## config.mk

```make
export PLATFORM = sky130hd
export DESIGN_NAME = paging_unit
export DESIGN_NICKNAME = d
export VERILOG_FILES = /design/src/rtl/paging_unit.sv
export SDC_FILE = /design/constraint.sdc
export NUM_CORES = 1
export LEC_CHECK = 0
export BUFFER_PORTS_ARGS = -buffer_cell sky130_fd_sc_hd__buf_2
export CORE_MARGIN = 2
export CORE_UTILIZATION = 25
export DETAILED_ROUTE_END_ITERATION = 16
export PLACE_DENSITY = 0.51
export SYNTH_ARGS = -nofsm -noshare
export SYNTH_HDL_FRONTEND = slang
export SYNTH_SLANG_ARGS = --single-unit
```

## constraint.sdc

```tcl
create_clock -name clock -period 3.74 [get_ports clock]
set_clock_uncertainty 0.2 [all_clocks]
set_input_delay 0.374 -clock clock [delete_from_list [all_inputs] [get_ports clock]]
set_output_delay 0.374 -clock clock [all_outputs]
set_load 0.02 [all_outputs]
```

## src/rtl/paging_unit.sv

```systemverilog
// rtl/paging_unit.sv - 80386-style two-level page translation with a fully associative TLB
module paging_unit #(
    parameter int TLB_ENTRIES = 8
) (
    input  logic        clock,
    input  logic        reset_n,
    input  logic        paging_enable,
    input  logic [19:0] cr3_base,
    input  logic        tlb_flush,
    input  logic        req_valid,
    output logic        req_ready,
    input  logic [31:0] req_linear_address,
    input  logic        req_write,
    input  logic        req_user,
    output logic        rsp_valid,
    output logic [31:0] rsp_physical_address,
    output logic        rsp_fault,
    output logic [2:0]  rsp_fault_code,
    output logic        mem_req,
    output logic [31:0] mem_address,
    input  logic        mem_ack,
    input  logic [31:0] mem_data
);
    localparam int IW = (TLB_ENTRIES > 1) ? $clog2(TLB_ENTRIES) : 1;

    typedef enum logic [1:0] {IDLE, PDE_READ, PTE_READ, RESPOND} state_t;

    state_t                 state_q, state_d;
    logic [31:0]            lin_q, lin_d;
    logic                   write_q, write_d, user_q, user_d;
    logic [19:0]            pde_pfn_q, pde_pfn_d;
    logic                   pde_u_q, pde_u_d, pde_w_q, pde_w_d;
    logic                   flushed_q, flushed_d;
    logic [TLB_ENTRIES-1:0] valid_q, valid_d, u_q, u_d, w_q, w_d;
    logic [19:0]            vpn_q [TLB_ENTRIES];
    logic [19:0]            vpn_d [TLB_ENTRIES];
    logic [19:0]            pfn_q [TLB_ENTRIES];
    logic [19:0]            pfn_d [TLB_ENTRIES];
    logic [IW-1:0]          ptr_q, ptr_d;
    logic                   ready_q, ready_d, rsp_valid_q, rsp_valid_d, fault_q, fault_d;
    logic [31:0]            pa_q, pa_d, mem_addr_q, mem_addr_d;
    logic [2:0]             code_q, code_d;
    logic                   mem_req_q, mem_req_d;

    logic                   hit, found_free, fill, prot, eff_u, eff_w;
    logic [IW-1:0]          hit_idx, victim;
    logic                   unused_pte_bits;

    assign unused_pte_bits = ^mem_data[11:3];

    // A user access faults on a supervisor page or on a write to a read-only page.
    function automatic logic prot_fault(input logic user, input logic write,
                                        input logic u, input logic w);
        return user & (~u | (write & ~w));
    endfunction

    always_comb begin
        hit        = 1'b0;
        hit_idx    = '0;
        found_free = 1'b0;
        victim     = ptr_q;
        for (int i = 0; i < TLB_ENTRIES; i++) begin
            if (valid_q[i] && vpn_q[i] == req_linear_address[31:12]) begin
                hit     = 1'b1;
                hit_idx = IW'(i);
            end
        end
        for (int i = TLB_ENTRIES - 1; i >= 0; i--) begin
            if (!valid_q[i]) begin
                found_free = 1'b1;
                victim     = IW'(i);
            end
        end
    end

    always_comb begin
        state_d     = state_q;
        lin_d       = lin_q;
        write_d     = write_q;
        user_d      = user_q;
        pde_pfn_d   = pde_pfn_q;
        pde_u_d     = pde_u_q;
        pde_w_d     = pde_w_q;
        flushed_d   = flushed_q | tlb_flush;
        valid_d     = valid_q;
        u_d         = u_q;
        w_d         = w_q;
        vpn_d       = vpn_q;
        pfn_d       = pfn_q;
        ptr_d       = ptr_q;
        ready_d     = ready_q;
        rsp_valid_d = 1'b0;
        fault_d     = fault_q;
        pa_d        = pa_q;
        code_d      = code_q;
        mem_req_d   = mem_req_q;
        mem_addr_d  = mem_addr_q;
        fill        = 1'b0;
        prot        = 1'b0;
        eff_u       = 1'b0;
        eff_w       = 1'b0;

        case (state_q)
            IDLE: begin
                if (req_valid) begin
                    lin_d     = req_linear_address;
                    write_d   = req_write;
                    user_d    = req_user;
                    flushed_d = tlb_flush;
                    ready_d   = 1'b0;
                    if (!paging_enable) begin
                        state_d     = RESPOND;
                        rsp_valid_d = 1'b1;
                        pa_d        = req_linear_address;
                        fault_d     = 1'b0;
                        code_d      = 3'b000;
                    end else if (hit) begin
                        prot        = prot_fault(req_user, req_write, u_q[hit_idx], w_q[hit_idx]);
                        state_d     = RESPOND;
                        rsp_valid_d = 1'b1;
                        pa_d        = prot ? 32'h0 : {pfn_q[hit_idx], req_linear_address[11:0]};
                        fault_d     = prot;
                        code_d      = {req_user, req_write, prot};
                    end else begin
                        state_d    = PDE_READ;
                        mem_req_d  = 1'b1;
                        mem_addr_d = {cr3_base, req_linear_address[31:22], 2'b00};
                    end
                end
            end
            PDE_READ: begin
                if (mem_ack) begin
                    if (!mem_data[0]) begin
                        state_d     = RESPOND;
                        mem_req_d   = 1'b0;
                        rsp_valid_d = 1'b1;
                        pa_d        = 32'h0;
                        fault_d     = 1'b1;
                        code_d      = {user_q, write_q, 1'b0};
                    end else begin
                        state_d    = PTE_READ;
                        pde_pfn_d  = mem_data[31:12];
                        pde_u_d    = mem_data[2];
                        pde_w_d    = mem_data[1];
                        mem_addr_d = {mem_data[31:12], lin_q[21:12], 2'b00};
                    end
                end
            end
            PTE_READ: begin
                if (mem_ack) begin
                    state_d     = RESPOND;
                    mem_req_d   = 1'b0;
                    rsp_valid_d = 1'b1;
                    if (!mem_data[0]) begin
                        pa_d    = 32'h0;
                        fault_d = 1'b1;
                        code_d  = {user_q, write_q, 1'b0};
                    end else begin
                        eff_u   = pde_u_q & mem_data[2];
                        eff_w   = pde_w_q & mem_data[1];
                        prot    = prot_fault(user_q, write_q, eff_u, eff_w);
                        pa_d    = prot ? 32'h0 : {mem_data[31:12], lin_q[11:0]};
                        fault_d = prot;
                        code_d  = {user_q, write_q, prot};
                        // Hits recheck permissions, so faulting walks still fill.
                        fill    = ~flushed_q;
                    end
                end
            end
            RESPOND: begin
                state_d = IDLE;
                ready_d = 1'b1;
            end
            default: state_d = IDLE;
        endcase

        if (fill) begin
            valid_d[victim] = 1'b1;
            vpn_d[victim]   = lin_q[31:12];
            pfn_d[victim]   = mem_data[31:12];
            u_d[victim]     = eff_u;
            w_d[victim]     = eff_w;
            if (!found_free) ptr_d = ptr_q + IW'(1);
        end
        if (tlb_flush) valid_d = '0;
    end

    always_ff @(posedge clock or negedge reset_n) begin
        if (!reset_n) begin
            state_q     <= IDLE;
            lin_q       <= '0;
            write_q     <= 1'b0;
            user_q      <= 1'b0;
            pde_pfn_q   <= '0;
            pde_u_q     <= 1'b0;
            pde_w_q     <= 1'b0;
            flushed_q   <= 1'b0;
            valid_q     <= '0;
            u_q         <= '0;
            w_q         <= '0;
            vpn_q       <= '{default: '0};
            pfn_q       <= '{default: '0};
            ptr_q       <= '0;
            ready_q     <= 1'b1;
            rsp_valid_q <= 1'b0;
            fault_q     <= 1'b0;
            pa_q        <= '0;
            code_q      <= '0;
            mem_req_q   <= 1'b0;
            mem_addr_q  <= '0;
        end else begin
            state_q     <= state_d;
            lin_q       <= lin_d;
            write_q     <= write_d;
            user_q      <= user_d;
            pde_pfn_q   <= pde_pfn_d;
            pde_u_q     <= pde_u_d;
            pde_w_q     <= pde_w_d;
            flushed_q   <= flushed_d;
            valid_q     <= valid_d;
            u_q         <= u_d;
            w_q         <= w_d;
            vpn_q       <= vpn_d;
            pfn_q       <= pfn_d;
            ptr_q       <= ptr_d;
            ready_q     <= ready_d;
            rsp_valid_q <= rsp_valid_d;
            fault_q     <= fault_d;
            pa_q        <= pa_d;
            code_q      <= code_d;
            mem_req_q   <= mem_req_d;
            mem_addr_q  <= mem_addr_d;
        end
    end

    assign req_ready            = ready_q;
    assign rsp_valid            = rsp_valid_q;
    assign rsp_physical_address = pa_q;
    assign rsp_fault            = fault_q;
    assign rsp_fault_code       = code_q;
    assign mem_req              = mem_req_q;
    assign mem_address          = mem_addr_q;
endmodule

```

==> results.json <==
{
  "outcome": "finished clean",
  "dp_cells": 3052,
  "viasPerCell": 4.848,
  "yosys_warnings": 0,
  "antenna_found_initial": 5,
  "area_delta_synth_final_pct": 22.94,
  "start_kind": "input pin",
  "crit_type": "in -> reg",
  "clock_latency_ns": 0.63,
  "p_per_area_mw_per_mm2": 620.9,
  "synthFlopType": "dfrtp_1",
  "port_buffers": 151,
  "rsz0062_at_grt": "false",
  "cp-end-kind": "flip-flop",
  "clock-sinks": 455,
  "cap_violations": 0,
  "finalNonFillerCells": 3209,
  "die_h_um": 301.8,
  "mostFrequentLayoutCell": "dfrtp_1",
  "htree_levels": 2,
  "leakage_nw": 11.95,
  "cts.path.max_buffers": 3,
  "fmax_mhz": 274.0,
  "io_pins": 163,
  "grt-ovfl-total": 0,
  "avgSynthCellArea_um2": 12.51,
  "fill_cells": 8952,
  "slew_headroom_pct": 17.03,
  "max-vdd-ir-drop_mv": 0.3699,
  "wirelength_mm": 72.51,
  "grt.total_usage_pct": 15.83,
  "first_global_vias": 16050,
  "postRouteAntennaNets": 0,
  "final_layout_size_suffix_gt1_share_pct": 38.60,
  "hold_depth": 2,
  "dp_hpwl_mm": 48.72,
  "total_power_mw": 16.92,
  "hp-class": "in -> reg",
  "cp_max_fo": 11,
  "cts_made_buffers": 50,
  "setup_viol": 0,
  "grt_first_pass_wirelength_mm": 107.4,
  "final_hold_viol_count": 0,
  "wire_per_inst_um": 22.59,
  "setup-tns-final_ns": 0,
  "diodes": 0,
  "crit_arrival_ns": 3.90,
  "drt_iter0_drc": 1193,
  "dieArea_mm2": 0.09109,
  "r2r_slack_ns": 0.09,
  "die_x_um": 301.8,
  "dr.pass1.iters": 5,
  "critPathRequiredTime_ns": 3.99,
  "rr_worst_depth": 11,
  "fin_crit_sh_pct": 97.59,
  "num_vias": 15560,
  "synth_edf_count": 0,
  "cts.clk_slew.worst_paths_ns": 0.06,
  "root_buffer": "clkbuf_16",
  "maxSlewViolCount": 0,
  "synthArstFlopShare_pct": 100.0,
  "synth-seq-cells": 455,
  "rows": 109,
  "routabilityCongestion": 0.8755,
  "yosysSeqAreaShare_pct": 51.36,
  "final_net_count": 2104,
  "mostFrequentLayoutCells": "dfrtp_1 (454), mux2_2 (385), buf_2 (150)",
  "synth_cells": 1772,
  "netlist_area_mm2": 0.02217,
  "min_period_ns": 3.650,
  "drc": 0,
  "core_area_mm2": 0.08810,
  "worstMarginPinSlew_ns": 1.240,
  "grt_max_degree": 107,
  "cts_tree": "done",
  "yosysUniqueCellTypes": 74,
  "hold_ws_ns": 0.01170,
  "start_util_pct": 25.17
}
where the power goes:
group	internal [mW]	total, mW	switching, mW	leakage [nW]
Sequential	5.75	6.66	0.917	6.07
Clock	2.90	5.01	2.11	0.814
Combinational	2.18	5.25	3.07	5.06
critical path, stage by stage:
cell and delay [ns]:
dlygate4sd3_1 0.54, buf_2 0.18, buf_4 0.21, xnor2_1 0.34
nand4_1 0.13, nor4_1 0.51, and2_1 0.30, nor4_1 0.08
nand3_1 0.25, o21bai_4 0.14, buf_12 0.17, a221oi_1 0.50
o32ai_2 0.16
kinds of logic (layout without fill, tap and decap cells):
family | after synthesis | count (layout) | share of synthesized area [%]
multiplexers | 461 | 461 | 22.99
flip-flops | 455 | 455 | 51.36
AO/OA/AOI/OAI | 261 | 261 | 9.379
AND/OR/NAND/NOR | 246 | 246 | 5.807
buffers and inverters | 181 | 452 | 3.736
XOR/XNOR | 162 | 162 | 6.433
adder cells (fa/ha/maj) | 5 | 5 | 0.2822
other | 1 | 2 | 0.01691
path summary, 6_finish.rpt:
path | to | from
max reg2reg | rsp_physical_address[12] | vpn_q[63]
max | rsp_physical_address[22] | req_linear_address[24]
min reg2reg | u_q[1] | u_q[1]
min | pfn_q[83] | mem_data[15]
min in group asynchronous | pfn_q[92] | reset_n
max in group asynchronous | vpn_q[139] | reset_n
flip-flops by register name, indices dropped and copies added, names as in the netlist:
name and cells:
u_q 8, vpn_q 160, rsp_fault 1, rsp_fault_code 3, valid_q 8, flushed_q 1
mem_address 30, rsp_valid 1, pde_w_q 1, mem_req 1, rsp_physical_address 32, pde_u_q 1
lin_q 32, pfn_q 160, state_q 2, user_q 1, ptr_q 3, req_ready 1
write_q 1, w_q 8
synthesized netlist by cell type (4+ instances only):
master / instances / area, µm²
xor2_1: 24 / 210.2
inv_1: 32 / 120.1
nor4b_1: 7 / 61.31
a21oi_1: 59 / 295.3
o21ai_0: 17 / 85.08
mux2i_1: 75 / 750.7
nand3_1: 22 / 110.1
nor4_1: 15 / 93.84
o32ai_2: 18 / 292.8
a311oi_2: 12 / 180.2
dfrtp_1: 454 / 11360
xnor2_1: 137 / 1200
ha_1: 5 / 62.56
nor2b_1: 4 / 25.02
clkbuf_1: 78 / 292.8
a21boi_0: 14 / 105.1
nand2_1: 40 / 150.1
a31oi_1: 53 / 331.6
nand2b_1: 4 / 25.02
and4_1: 4 / 35.03
a221oi_1: 32 / 280.3
buf_6: 14 / 157.7
mux2_2: 385 / 4335
buf_2: 14 / 70.07
nor3_1: 6 / 30.03
buf_4: 7 / 52.55
buf_1: 36 / 135.1
nand4_1: 47 / 294.0
o221ai_1: 24 / 210.2
nor2_1: 75 / 281.5
routing by layer:
metal	vias to the layer above	GRT usage, %	share of wire (%)
met2	397	25.98	47
met3	99	3.067	5.0
li1	6939	-	-
met1	8121	21.41	45
met5	-	0	0.019
met4	2	3.937	2.2
final cells by class:
type                       instances  area (µm²)  area share, %
multi-input combinational       1137       10080          36.99
sequential                       455       11390          41.77
tap                             1165        1458          5.347
timing repair buffer             331        2570          9.428
clock buffer                      76        1501          5.508
clock inverter                    13       140.1         0.5141
inverter                          32       120.1         0.4406
what timing repair did:
item / CTS / global route
hold buffers: 66 / 0
hold endpoints to repair: 260 / 0
gates resized for setup: 1 / 4
pin swaps: 0 / 1
setup buffers: 0 / 2
endpoints found under the setup margin: 21 / 35
per-stage QoR:
| stage | instance area, µm² | util [%] | setup slack, ns |
|---|---|---|---|
| after global placement | 24920 | 28.28 | -0.2372 |
| after floorplan | 22180 | - | 0.5714 |
| after detailed placement | 24920 | 28.28 | -0.3046 |
| after CTS | 27230 | 30.90 | 0.01190 |
| after global routing | 27260 | 30.94 | 0.01060 |
| final | 27260 | 30.94 | 0.09000 |
Note: power is estimated with default switching activity, not from simulation.
